<file path="config.mk">
export PLATFORM = sky130hd
export DESIGN_NAME = cam_frame_capture
export DESIGN_NICKNAME = d
export VERILOG_FILES = /design/src/rtl/cam_frame_capture_pkg.sv /design/src/rtl/cam_frame_capture_sync_edge.sv /design/src/rtl/cam_frame_capture.sv
export SDC_FILE = /design/constraint.sdc
export NUM_CORES = 1
export LEC_CHECK = 0
export CAP_MARGIN = 20
export CORE_UTILIZATION = 35
export CTS_BUF_LIST = sky130_fd_sc_hd__clkbuf_8
export DETAILED_ROUTE_END_ITERATION = 16
export DONT_BUFFER_PORTS = 1
export GPL_TIMING_DRIVEN = 0
export HOLD_SLACK_MARGIN = 0.1
export PLACE_DENSITY = 0.63
export SYNTH_ARGS = -nofsm -noshare
export SYNTH_HDL_FRONTEND = slang
export SYNTH_SLANG_ARGS = --single-unit
</file>
<file path="constraint.sdc">
create_clock -name pclk -period 2 [get_ports pclk]
set_clock_uncertainty 0.15 [all_clocks]
set_input_delay 0.4 -clock pclk [delete_from_list [all_inputs] [get_ports pclk]]
set_output_delay 0.4 -clock pclk [all_outputs]
set_load 0.02 [all_outputs]
</file>
<file path="src/rtl/cam_frame_capture_pkg.sv">
// Shared state encoding and default frame geometry for the camera capture front end.
package cam_frame_capture_pkg;

    typedef enum logic [2:0] {
        S_IDLE,
        S_WAIT_VS,
        S_SKIP,
        S_CAPTURE,
        S_DONE
    } cap_state_t;

    localparam int DEF_H_ACTIVE    = 320;
    localparam int DEF_V_ACTIVE    = 240;
    localparam int DEF_ADDR_W      = 17;
    localparam int DEF_SKIP_FRAMES = 2;

endpackage

</file>
<file path="src/rtl/cam_frame_capture_sync_edge.sv">
// Camera input register stage with rise/fall detection on the registered vsync/href.
module cam_sync_edge (
    input  logic       pclk,
    input  logic       rst,
    input  logic       vsync,
    input  logic       href,
    input  logic [7:0] din,
    output logic       hr_q,
    output logic [7:0] din_q,
    output logic       vs_rise,
    output logic       vs_fall,
    output logic       hr_rise,
    output logic       hr_fall
);
    logic vs_q;
    logic vs_prev;
    logic hr_prev;

    always_ff @(posedge pclk) begin
        if (rst) begin
            vs_q    <= 1'b0;
            vs_prev <= 1'b0;
            hr_q    <= 1'b0;
            hr_prev <= 1'b0;
            din_q   <= '0;
        end else begin
            vs_q    <= vsync;
            vs_prev <= vs_q;
            hr_q    <= href;
            hr_prev <= hr_q;
            din_q   <= din;
        end
    end

    assign vs_rise = vs_q & ~vs_prev;
    assign vs_fall = ~vs_q & vs_prev;
    assign hr_rise = hr_q & ~hr_prev;
    assign hr_fall = ~hr_q & hr_prev;

endmodule

</file>
<file path="src/rtl/cam_frame_capture.sv">
// One-shot camera frame grabber: byte pairs -> RGB565 pixels with linear frame addresses.
module cam_frame_capture
    import cam_frame_capture_pkg::*;
#(
    parameter int H_ACTIVE    = DEF_H_ACTIVE,
    parameter int V_ACTIVE    = DEF_V_ACTIVE,
    parameter int ADDR_W      = DEF_ADDR_W,
    parameter int SKIP_FRAMES = DEF_SKIP_FRAMES
) (
    input  logic              pclk,
    input  logic              rst,
    input  logic              enable,
    input  logic              cam_vsync,
    input  logic              cam_href,
    input  logic [7:0]        cam_din,
    output logic [ADDR_W-1:0] cam_addr,
    output logic [15:0]       cam_data,
    output logic              cam_we,
    output logic              busy,
    output logic              frame_done,
    output logic              short_frame
);
    localparam int CW  = $clog2(H_ACTIVE + 1);
    localparam int LW  = $clog2(V_ACTIVE + 1);
    localparam int SKW = (SKIP_FRAMES > 0) ? $clog2(SKIP_FRAMES + 1) : 1;

    localparam logic [CW-1:0]     H_N       = CW'(H_ACTIVE);
    localparam logic [LW-1:0]     V_N       = LW'(V_ACTIVE);
    localparam logic [LW-1:0]     V_LAST    = LW'(V_ACTIVE - 1);
    localparam logic [ADDR_W-1:0] LINE_STEP = ADDR_W'(H_ACTIVE);
    localparam logic [SKW-1:0]    SKIP_N    = SKW'(SKIP_FRAMES);

    cap_state_t state_q, state_d;

    logic              hr_q;
    logic [7:0]        din_q;
    logic              vs_rise, vs_fall, hr_rise, hr_fall;

    logic [SKW-1:0]    skip_cnt;
    logic [CW-1:0]     col;
    logic [LW-1:0]     line;
    logic [LW-1:0]     line_after;
    logic [ADDR_W-1:0] line_base;
    logic [7:0]        hi_byte;
    logic              phase;
    logic              short_q;
    logic              line_end;
    logic              cap_active;
    logic              cap_enter;

    cam_sync_edge u_sync (
        .pclk    (pclk),
        .rst     (rst),
        .vsync   (cam_vsync),
        .href    (cam_href),
        .din     (cam_din),
        .hr_q    (hr_q),
        .din_q   (din_q),
        .vs_rise (vs_rise),
        .vs_fall (vs_fall),
        .hr_rise (hr_rise),
        .hr_fall (hr_fall)
    );

    always_ff @(posedge pclk) begin
        if (rst) state_q <= S_IDLE;
        else     state_q <= state_d;
    end

    always_comb begin
        state_d = state_q;
        if (!enable) begin
            state_d = S_IDLE;
        end else begin
            case (state_q)
                S_IDLE:    state_d = S_WAIT_VS;
                S_WAIT_VS: if (vs_fall) state_d = (skip_cnt < SKIP_N) ? S_SKIP : S_CAPTURE;
                S_SKIP:    if (vs_rise) state_d = S_WAIT_VS;
                S_CAPTURE: if (vs_rise) state_d = S_DONE;
                S_DONE:    state_d = S_DONE;
                default:   state_d = S_IDLE;
            endcase
        end
    end

    assign busy        = (state_q == S_WAIT_VS) || (state_q == S_SKIP) || (state_q == S_CAPTURE);
    assign frame_done  = (state_q == S_DONE);
    assign short_frame = short_q && (state_q == S_DONE);

    assign cap_active = (state_q == S_CAPTURE) && enable;
    assign cap_enter  = (state_q != S_CAPTURE) && (state_d == S_CAPTURE);
    assign line_end   = hr_fall && (col != '0);
    // Line count as it will stand after this edge, so a coincident href fall counts its line.
    assign line_after = (line_end && (line < V_N)) ? line + 1'b1 : line;

    always_ff @(posedge pclk) begin
        if (rst) begin
            skip_cnt  <= '0;
            col       <= '0;
            line      <= '0;
            line_base <= '0;
            hi_byte   <= '0;
            phase     <= 1'b0;
            short_q   <= 1'b0;
            cam_we    <= 1'b0;
            cam_addr  <= '0;
            cam_data  <= '0;
        end else begin
            cam_we <= 1'b0;

            if (state_q == S_IDLE)
                skip_cnt <= '0;
            else if ((state_q == S_SKIP) && vs_rise && enable)
                skip_cnt <= skip_cnt + 1'b1;

            if (cap_enter) begin
                col       <= '0;
                line      <= '0;
                line_base <= '0;
                phase     <= 1'b0;
                short_q   <= 1'b0;
            end else if (cap_active) begin
                if (hr_fall) begin
                    phase <= 1'b0;
                    if (line_end) begin
                        col <= '0;
                        if (line < V_N)    line      <= line + 1'b1;
                        if (line < V_LAST) line_base <= line_base + LINE_STEP;
                        if (col < H_N)     short_q   <= 1'b1;
                    end
                end else if (hr_q && !vs_rise) begin
                    if (hr_rise || !phase) begin
                        hi_byte <= din_q;
                        phase   <= 1'b1;
                    end else begin
                        phase <= 1'b0;
                        // Column saturates at H_ACTIVE; pixels past the edge are dropped.
                        if (col < H_N) begin
                            col <= col + 1'b1;
                            if (line < V_N) begin
                                cam_we   <= 1'b1;
                                cam_data <= {hi_byte, din_q};
                                cam_addr <= line_base + ADDR_W'(col);
                            end
                        end
                    end
                end

                if (vs_rise) begin
                    phase <= 1'b0;
                    if (line_after < V_N) short_q <= 1'b1;
                end
            end
        end
    end

endmodule
</file>
==> impl_metrics.json, run 1 <==
{
  "tightest_slew_ps": 584,
  "rrSetupSlack_ps": -40,
  "max_slew_margin_pct": 61.1,
  "path_max_fanout": 6,
  "pre_cts_ws_ps": -168,
  "htree_levels": 3,
  "vdd_drop_max_uv": 315,
  "min_to": "state_q[1]$_SDFF_PP0_",
  "final_cell_mix": "82 x dfxtp_1, 68 x nand2_1, 44 x nor2_1",
  "grt.total_usage_pct": 15.9,
  "power.density_nw_per_um2": 674,
  "async_reset_ff_share_pct": 0,
  "yosysSeqAreaShare_pct": 47.2,
  "violations": "setup timing",
  "startpoint_type": "register",
  "final-setup-viol-count": 6,
  "drcViolationCount": 0,
  "clockBufferDepth": 2,
  "multiInputGateArea_sq_um": 2030,
  "firstDrtPassIters": 4,
  "fmax_ghz": 0.491,
  "synth_edf_count": 0,
  "rr_endpoint": "col[7]$_SDFFE_PP0P_",
  "drtAntennaViolNets": 0,
  "fin_ws_ps": -38.3,
  "final_layout_size_suffix_gt1_share_pct": 19.6,
  "start_util_pct": 36.4,
  "wl_per_cell_um": 14.1,
  "slew_viol_final": 0,
  "yosysTopAreaCellShare_pct": 47.2,
  "cp-end-kind": "register",
  "grt-ovfl-total": 0,
  "crit_type": "reg -> reg",
  "outcome": "complete, but fails checks",
  "rsz0062_at_grt": "yes",
  "ys_warn_count": 0,
  "final_nets": 486,
  "hp-start": "enable",
  "antenna_found_initial": 0,
  "slowest_delay_ps": 490,
  "finish.utilization_pct": 44.3,
  "die_x_um": 106,
  "cp.required_ps": 2100,
  "hold_path_class": "in -> reg",
  "diodes": 0,
  "die_h_um": 106,
  "vias_per_cell": 5.10,
  "hold_viol": 0,
  "fillCellCount": 984,
  "final_common_cell": "dfxtp_1",
  "gp_congestion": 0.837,
  "synth_cells": 430,
  "syn_avg_cell_area_sq_um": 8.78,
  "rows": 37,
  "r2r-start": "col[0]$_SDFFE_PP0P_",
  "drtIter0Drc": 165,
  "grt_max_degree": 19,
  "portBuffers": 0,
  "cp.arrival_ps": 2140,
  "core_area_sq_um": 10400,
  "clkTransAtPathRegs_ps": 90,
  "seq_area_sq_um": 1800,
  "reg2regPathDepth": 7,
  "synth_cell_type_count": 49,
  "synthFlopType": "dfxtp_1",
  "numCtsBuffers": 9,
  "grt_pass1_vias": 3023,
  "drv_cap": 0,
  "synth_largest_area_cell": "dfxtp_1",
  "synth_nets": 451,
  "p_leak_uw": 0.00156,
  "io_pins": 50,
  "post-route-min-period_ps": 2040,
  "post_dp_cell_area_sq_um": 3970,
  "ctsRootBufferMaster": "clkbuf_8",
  "syn_to_final_growth_pct": 21.8,
  "vias": 3090,
  "hold_path_depth": 2,
  "slowest_stage": "or4b_4",
  "cts_tree": "yes",
  "grt_first_pass_wirelength_um": 14200,
  "crit_chain": "inv_4, ha_4, or4b_4, o211ai_4, a21boi_4, or4_1, a21oi_1",
  "yosys-top-cells-area": "dfxtp_1 47%, nand2_1 6.9%, xnor2_1 5.8%",
  "hpwl_um": 5900,
  "final_area_sq_um": 4600,
  "clock-sinks": 89,
  "synth_area_sq_um": 3770,
  "drt_wl_total_um": 8570,
  "synth-seq-cells": 89,
  "die_area_sq_um": 11200,
  "fin_crit_sh_pct": 102,
  "clkLatencyLatePin_ps": 370
}
[worst max-delay path by stage]
stage | start | to | slack [ps]
after CTS | col[1]$_SDFFE_PP0P_ | col[7]$_SDFFE_PP0P_ | -60
final | col[0]$_SDFFE_PP0P_ | col[7]$_SDFFE_PP0P_ | -40
after floorplan | line_base[6]$_SDFFE_PP0P_ | cam_addr[16]$_SDFFE_PP0P_ | 2
after global routing | col[6]$_SDFFE_PP0P_ | cam_addr[16]$_SDFFE_PP0P_ | -160
after global placement | state_q[2]$_SDFF_PP0_ | line[1]$_SDFFE_PP0P_ | -170
after detailed placement | state_q[2]$_SDFF_PP0_ | line[5]$_SDFFE_PP0P_ | -170
[critical path, delay by kind of cell, from the launching register on]
family | cells | cell delay [ps]
simple gates | 2 | 630
buf+inv | 1 | 60
compound gates | 3 | 620
flops | 1 | 370
fa+ha+maj | 1 | 110
[synthesized netlist by cell type, drive strengths merged, types with 2 or more instances]
master   number
dfxtp        89
nand4         7
and3          7
nand2b        3
a211oi       11
nor2         48
nor2b        15
o211ai        2
o2111a        2
xnor2        25
nand3b        3
nor3         13
and2          2
or3           5
a31oi         2
mux2i         9
nand2        69
or4           3
nand3         4
clkbuf       16
buf           9
ha            7
inv           9
xor2          9
o21ai         6
nor4          3
a21oi        35
a2111oi       2
o31ai         3
[state kept, by name (all words and copies together) (netlist names)]
name	cells
line	8
u_sync.vs_prev	1
u_sync.hr_q	1
skip_cnt	2
col	9
u_sync.hr_prev	1
cam_we	1
phase	1
cam_addr	17
cam_data	16
short_q	1
u_sync.vs_q	1
hi_byte	8
line_base	11
state_q	3
u_sync.din_q	8
[logic make-up (layout without fill, tap and decap cells)]
family	after synthesis	after routing	synth area share, %
adder cells (fa/ha/maj)	8	8	2.85
AO/OA/AOI/OAI	68	68	11.8
buffers and inverters	34	74	3.88
flip-flops	89	89	47.2
XOR/XNOR	34	34	7.89
AND/OR/NAND/NOR	188	188	24.0
multiplexers	9	9	2.39
[layout make-up]
| type | instances | share of cell area (%) |
|---|---|---|
| tap | 136 | 3.70 |
| multi-input combinational | 307 | 44.1 |
| timing repair buffer | 26 | 4.93 |
| buffer | 23 | 3.10 |
| inverter | 9 | 0.789 |
| clock inverter | 7 | 1.50 |
| sequential | 89 | 39.2 |
| clock buffer | 9 | 2.69 |
[routing by layer]
layer / up-vias / routed length (um) / track usage, %
li1: 1534 / - / -
met1: 1462 / 3890 / 19.7
met2: 75 / 4080 / 26.6
met3: 19 / 395 / 3.28
met4: 0 / 208 / 7.34
met5: - / 0 / 0
[per-stage QoR]
stage	TNS (ps)	hold slack, ps	total power [uW]	instances
after floorplan	0	281	1880	430
after CTS	-220	110	3130	601
after detailed placement	-3940	298	1900	566
after global routing	-1810	158	3230	606
after global placement	-4200	291	1900	566
final	-109	131	3100	606
[report_power, final]
group / switching [uW] / internal [uW] / total, uW
Clock: 731 / 490 / 1220
Combinational: 55.3 / 36.5 / 91.7
Sequential: 7.83 / 1780 / 1790
Total: 794 / 2310 / 3100
[what timing repair did]
item | 4_1_cts | 5_1_grt
hold endpoints to repair | 11 | 0
hold buffers | 11 | 0
endpoints found under the setup margin | 45 | 65
pin swaps | 13 | 20
setup buffers | 8 | 6
resized for setup | 35 | 34
gates cloned | 1 | 0
Power figures use the tool's default switching activity.
==> run 2: changes to the inputs <==
- ABC_CLOCK_PERIOD_IN_PS: default -> 2000
- CORE_UTILIZATION: 35 -> 59
- PLACE_DENSITY: 0.63 -> 0.78
==> run 2 against run 1 <==
Net effect: the flow still finishes with violations (setup timing); via count is 0.52% higher; fmax is 3.1% lower; design area is 1.3% lower; combinational power is 3.2% higher; non-clock buffer count is 3 higher; global-route usage is 10 points higher; register-to-register slack worse by 70 ps; first-iteration DRC count is 4.8% higher; utilization is 31 points higher; critical endpoint is now line_base[8]$_SDFFE_PP0P_; largest cell class unchanged; largest power group unchanged.
==> impl_metrics.json, run 2 (synthesized netlist as in run 1, its figures left out) <==
{
  "p_comb_share_pct": 3.1,
  "die_x_um": 82.0,
  "io_pins": 50,
  "fin_crit_sh_pct": 105,
  "p_sw_uw": 751,
  "post-route-min-period_ps": 2100,
  "outcome": "complete, but fails checks",
  "pre_cts_ws_ps": -323,
  "fin_ws_ps": -104,
  "vdd_drop_max_uv": 513,
  "drt_wl_total_um": 8640,
  "cts_tree": "yes",
  "start_util_pct": 62.3,
  "violations": "setup timing",
  "rows": 28,
  "grt-ovfl-total": 0,
  "post_dp_cell_area_sq_um": 3890,
  "grt_first_pass_wirelength_um": 13200,
  "startpoint_type": "register",
  "p_leak_uw": 0.00158,
  "final_layout_size_suffix_gt1_share_pct": 20.1,
  "max_slew_margin_pct": 60.4,
  "crit_type": "reg -> reg",
  "clockBufferDepth": 2,
  "drcViolationCount": 0,
  "wl_per_cell_um": 15.8,
  "tightest_slew_ps": 595,
  "antenna_found_initial": 0,
  "diodes": 0,
  "numCtsBuffers": 9,
  "clkPwrFrac_pct": 38.2,
  "drtIter0Drc": 173,
  "cp.required_ps": 2110,
  "regMostFlops": "cam_addr",
  "clkLatencyLatePin_ps": 370,
  "final_common_cell": "dfxtp_1",
  "firstDrtPassIters": 4,
  "grt.total_usage_pct": 26.2,
  "swShare_pct": 24.7,
  "drtAntennaViolNets": 0,
  "power.density_nw_per_um2": 670,
  "cp-end-kind": "register",
  "ctsRootBufferMaster": "clkbuf_8",
  "final_area_sq_um": 4540,
  "reg_top3": "cam_addr (17), cam_data (16), line_base (11)",
  "vias": 3106,
  "cp.arrival_ps": 2210,
  "final_cell_mix": "82 x dfxtp_1, 69 x nand2_1, 45 x nor2_1",
  "clock-sinks": 89,
  "hold_viol": 0,
  "p_int_uw": 2290,
  "rsz0062_at_grt": "yes",
  "grt_max_degree": 18,
  "gp_congestion": 0.900,
  "htree_levels": 3,
  "hpwl_um": 5580,
  "core_area_sq_um": 6060,
  "seqPwrFrac_pct": 58.7,
  "largest_reg_flops": 17,
  "drv_cap": 0,
  "portBuffers": 0,
  "die_area_sq_um": 6720,
  "hold_path_class": "in -> reg",
  "fmax_ghz": 0.475,
  "clkTransAtPathRegs_ps": 90,
  "syn_to_final_growth_pct": 20.2,
  "slew_viol_final": 0,
  "path_max_fanout": 5,
  "grt_pass1_vias": 2931,
  "final_nets": 489,
  "final-setup-viol-count": 13,
  "finish.utilization_pct": 74.9,
  "die_h_um": 82.0,
  "vias_per_cell": 5.67
}
run 2: worst paths after layout:
kind	start	end	slack (ps)	depth (start not counted)
worst max-delay path	col[0]$_SDFFE_PP0P_	line_base[8]$_SDFFE_PP0P_	-100	9
worst min-delay path	enable	state_q[1]$_SDFF_PP0_	160	2
worst max register to register	col[0]$_SDFFE_PP0P_	line_base[8]$_SDFFE_PP0P_	-100	9
worst min register to register	hi_byte[0]$_SDFFE_PP0P_	cam_data[8]$_SDFFE_PP0P_	310	2
run 2: routing by layer:
metal | up-vias | GRT usage (%) | wire length [um]
met5 | - | 0 | 0
met4 | 0 | 8.07 | 158
met3 | 13 | 5.89 | 348
met2 | 75 | 45.2 | 4380
met1 | 1492 | 32.2 | 3750
li1 | 1526 | - | -
run 2: timing repair:
| item | in CTS | in global routing |
|---|---|---|
| pin swaps | 12 | 23 |
| hold endpoints to repair | 11 | 0 |
| buffers inserted | 8 | 8 |
| hold buffers | 11 | 0 |
| gates cloned | 1 | 0 |
| endpoints found under the setup margin | 43 | 62 |
| resized for setup | 24 | 46 |
run 2: final cells by class:
class,instances,area [sq um]
Buffer,24,149
Clock buffer,9,124
Clock inverter,7,58.8
Fill cell,441,1520
Inverter,9,36.3
Multi-Input combinational cell,307,2020
Sequential cell,89,1800
Tap cell,75,93.8
Timing Repair Buffer,28,249
run 2: power groups by stage:
| stage | Sequential [uW] | Clock (uW) | Combinational, uW |
|---|---|---|---|
| after global routing | 1790 | 1240 | 103 |
| after floorplan | 1830 | 0 | 51.9 |
| after global placement | 1830 | 0 | 69.6 |
| after detailed placement | 1830 | 0 | 70.6 |
| after CTS | 1790 | 1170 | 88.6 |
| final | 1790 | 1160 | 94.6 |
run 2: worst max-delay path, cell delays in order, from the launching register on:
cell and delay, ps:
dfxtp_4 360, inv_4 60, ha_4 100, or4b_4 490, o211ai_4 260, buf_4 170
buf_6 110, nor3_1 60, xnor2_1 170, nor2_1 50
run 2: per-stage QoR:
| stage | setup TNS (ps) | cells | hold WS, ps | power [uW] |
|---|---|---|---|---|
| after global routing | -2010 | 548 | 199 | 3130 |
| after detailed placement | -7610 | 505 | 295 | 1900 |
| after CTS | -394 | 540 | 124 | 3050 |
| after floorplan | 0 | 430 | 281 | 1880 |
| final | -748 | 548 | 159 | 3040 |
| after global placement | -7270 | 505 | 288 | 1900 |
==> run 3: changes to the inputs <==
- CORE_ASPECT_RATIO: default -> 1.25
- PLACE_DENSITY: 0.78 -> 0.81
==> run 3 against run 2 <==
Net effect: the run still ends with setup timing left; global-route usage increased by 0.068 points; fmax increased by 1.5%; worst hold slack got worse by 27 ps; utilization fell by 0.26 points; critical path type unchanged.
==> impl_metrics.json, run 3 (synthesized netlist as in run 1, its figures left out) <==
{
  "outcome": "complete, but fails checks",
  "violations": "setup timing",
  "post-route-min-period_ps": 2070,
  "startpoint_type": "register",
  "finalSetupTns_ps": -598,
  "regMostFlops": "cam_addr",
  "r2r-start": "col[0]$_SDFFE_PP0P_",
  "hp-start": "enable",
  "vias_per_cell": 5.70,
  "grt_first_pass_wirelength_um": 13700,
  "htree_levels": 3,
  "hold_viol": 0,
  "largest_reg_flops": 17,
  "fin_ws_ps": -73.0,
  "antenna_found_initial": 0,
  "reg_top3": "cam_addr (17), cam_data (16), line_base (11)",
  "drt_wl_total_um": 8990,
  "slew_viol_final": 0,
  "finish.utilization_pct": 74.6,
  "clock-sinks": 89,
  "start_util_pct": 61.2,
  "final_layout_size_suffix_gt1_share_pct": 20.4,
  "rrSetupSlack_ps": -70,
  "fillCellCount": 442,
  "grt-ovfl-total": 0,
  "drv_cap": 0,
  "final-setup-viol-count": 14,
  "p_total_uw": 3270,
  "path_max_fanout": 6,
  "cp-end-kind": "register",
  "crit_type": "reg -> reg",
  "max_slew_margin_pct": 58.5,
  "final_nets": 487,
  "firstDrtPassIters": 4,
  "numCtsBuffers": 9,
  "final_common_cell": "dfxtp_1",
  "drtIter0Drc": 121,
  "die_x_um": 73.5,
  "rr_endpoint": "col[7]$_SDFFE_PP0P_",
  "grt.total_usage_pct": 26.2,
  "wl_per_cell_um": 16.2,
  "drcViolationCount": 0,
  "die_h_um": 91.4,
  "drtAntennaViolNets": 0,
  "ctsRootBufferMaster": "clkbuf_8",
  "clockBufferDepth": 2,
  "vias": 3171,
  "die_area_sq_um": 6720,
  "seq_area_sq_um": 1800,
  "p_leak_uw": 0.00158,
  "grt_max_degree": 17,
  "core_area_sq_um": 6170,
  "clkLatencyLatePin_ps": 370,
  "fmax_ghz": 0.482,
  "fin_crit_sh_pct": 104,
  "cts_tree": "yes",
  "gp_congestion": 0.891,
  "rows": 32,
  "hold_path_class": "in -> reg",
  "diodes": 0,
  "io_pins": 50,
  "tightest_slew_ps": 622,
  "vdd_drop_max_uv": 541,
  "power.density_nw_per_um2": 710,
  "syn_to_final_growth_pct": 21.8,
  "multiInputGateArea_sq_um": 2050,
  "clkTransAtPathRegs_ps": 90,
  "cp.arrival_ps": 2180,
  "grt_pass1_vias": 3014,
  "hold_ws_ps": 131,
  "rsz0062_at_grt": "yes",
  "reg2regPathDepth": 7,
  "portBuffers": 0,
  "hold_path_depth": 2,
  "final_cell_mix": "83 x dfxtp_1, 67 x nand2_1, 43 x nor2_1",
  "cp.required_ps": 2110,
  "hpwl_um": 5520,
  "min_to": "state_q[1]$_SDFF_PP0_"
}
run 3: cell count changes in the layout (fill, tap and decap cells not counted), sizes merged:
cell / before / now
buf: 27 / 23
bufinv: 0 / 2
clkbuf: 23 / 25
inv: 14 / 12
run 3: how the worst max path moves through the flow:
stage	from	endpoint	slack, ps	depth (start not counted)
floorplan	line_base[6]$_SDFFE_PP0P_	cam_addr[16]$_SDFFE_PP0P_	2	8
global placement	col[0]$_SDFFE_PP0P_	line_base[10]$_SDFFE_PP0P_	-120	8
detailed placement	col[0]$_SDFFE_PP0P_	line_base[11]$_SDFFE_PP0P_	-200	8
CTS	line[0]$_SDFFE_PP0P_	line_base[11]$_SDFFE_PP0P_	-120	7
global route	col[6]$_SDFFE_PP0P_	cam_addr[16]$_SDFFE_PP0P_	-180	8
finish	col[0]$_SDFFE_PP0P_	col[7]$_SDFFE_PP0P_	-70	7
run 3: what timing repair did:
action,4_1_cts,5_1_grt
gates cloned,1,0
buffers inserted,9,5
hold buffers,11,0
endpoints found under the setup margin,40,72
pin swaps,19,20
hold endpoints to repair,11,0
resized for setup,34,42
run 3: layout make-up:
| class | instances | share of cell area [%] |
|---|---|---|
| Buffer | 24 | 3.16 |
| Clock buffer | 9 | 2.69 |
| Clock inverter | 7 | 2.20 |
| Inverter | 9 | 0.843 |
| Multi-Input combinational cell | 307 | 44.7 |
| Sequential cell | 89 | 39.1 |
| Tap cell | 85 | 2.31 |
| Timing Repair Buffer | 26 | 5.01 |
run 3: per-layer routing:
| layer | global-route usage [%] | routed length (um) | vias up |
|---|---|---|---|
| met3 | 7.66 | 460 | 25 |
| li1 | - | - | 1529 |
| met2 | 46.1 | 4770 | 95 |
| met1 | 28.6 | 3510 | 1522 |
| met5 | 0 | 0 | - |
| met4 | 11.1 | 248 | 0 |
run 3: worst max-delay path, stage by stage (launching register included):
cell	delay (ps)
dfxtp_4	370
inv_4	60
ha_4	110
or4b_4	510
o211ai_4	260
a21boi_4	300
or4_1	150
a21oi_1	50
run 3: report_power, final:
| group | leakage, uW | switching [uW] | internal (uW) | total, uW |
|---|---|---|---|---|
| Combinational | 0.000740 | 55.9 | 35.7 | 91.6 |
| Clock | 0.000112 | 670 | 718 | 1390 |
| Sequential | 0.000724 | 7.73 | 1780 | 1790 |
| Total | 0.00158 | 734 | 2530 | 3270 |
run 3: per-stage QoR:
stage / instances / setup WS [ps] / instance area (sq um)
2_1_floorplan: 430 / 2.38 / 3800
3_3_place_gp: 515 / -119 / 3910
3_5_place_dp: 515 / -198 / 3910
4_1_cts: 551 / -119 / 4430
5_1_grt: 556 / -181 / 4600
6_report: 556 / -73.0 / 4600
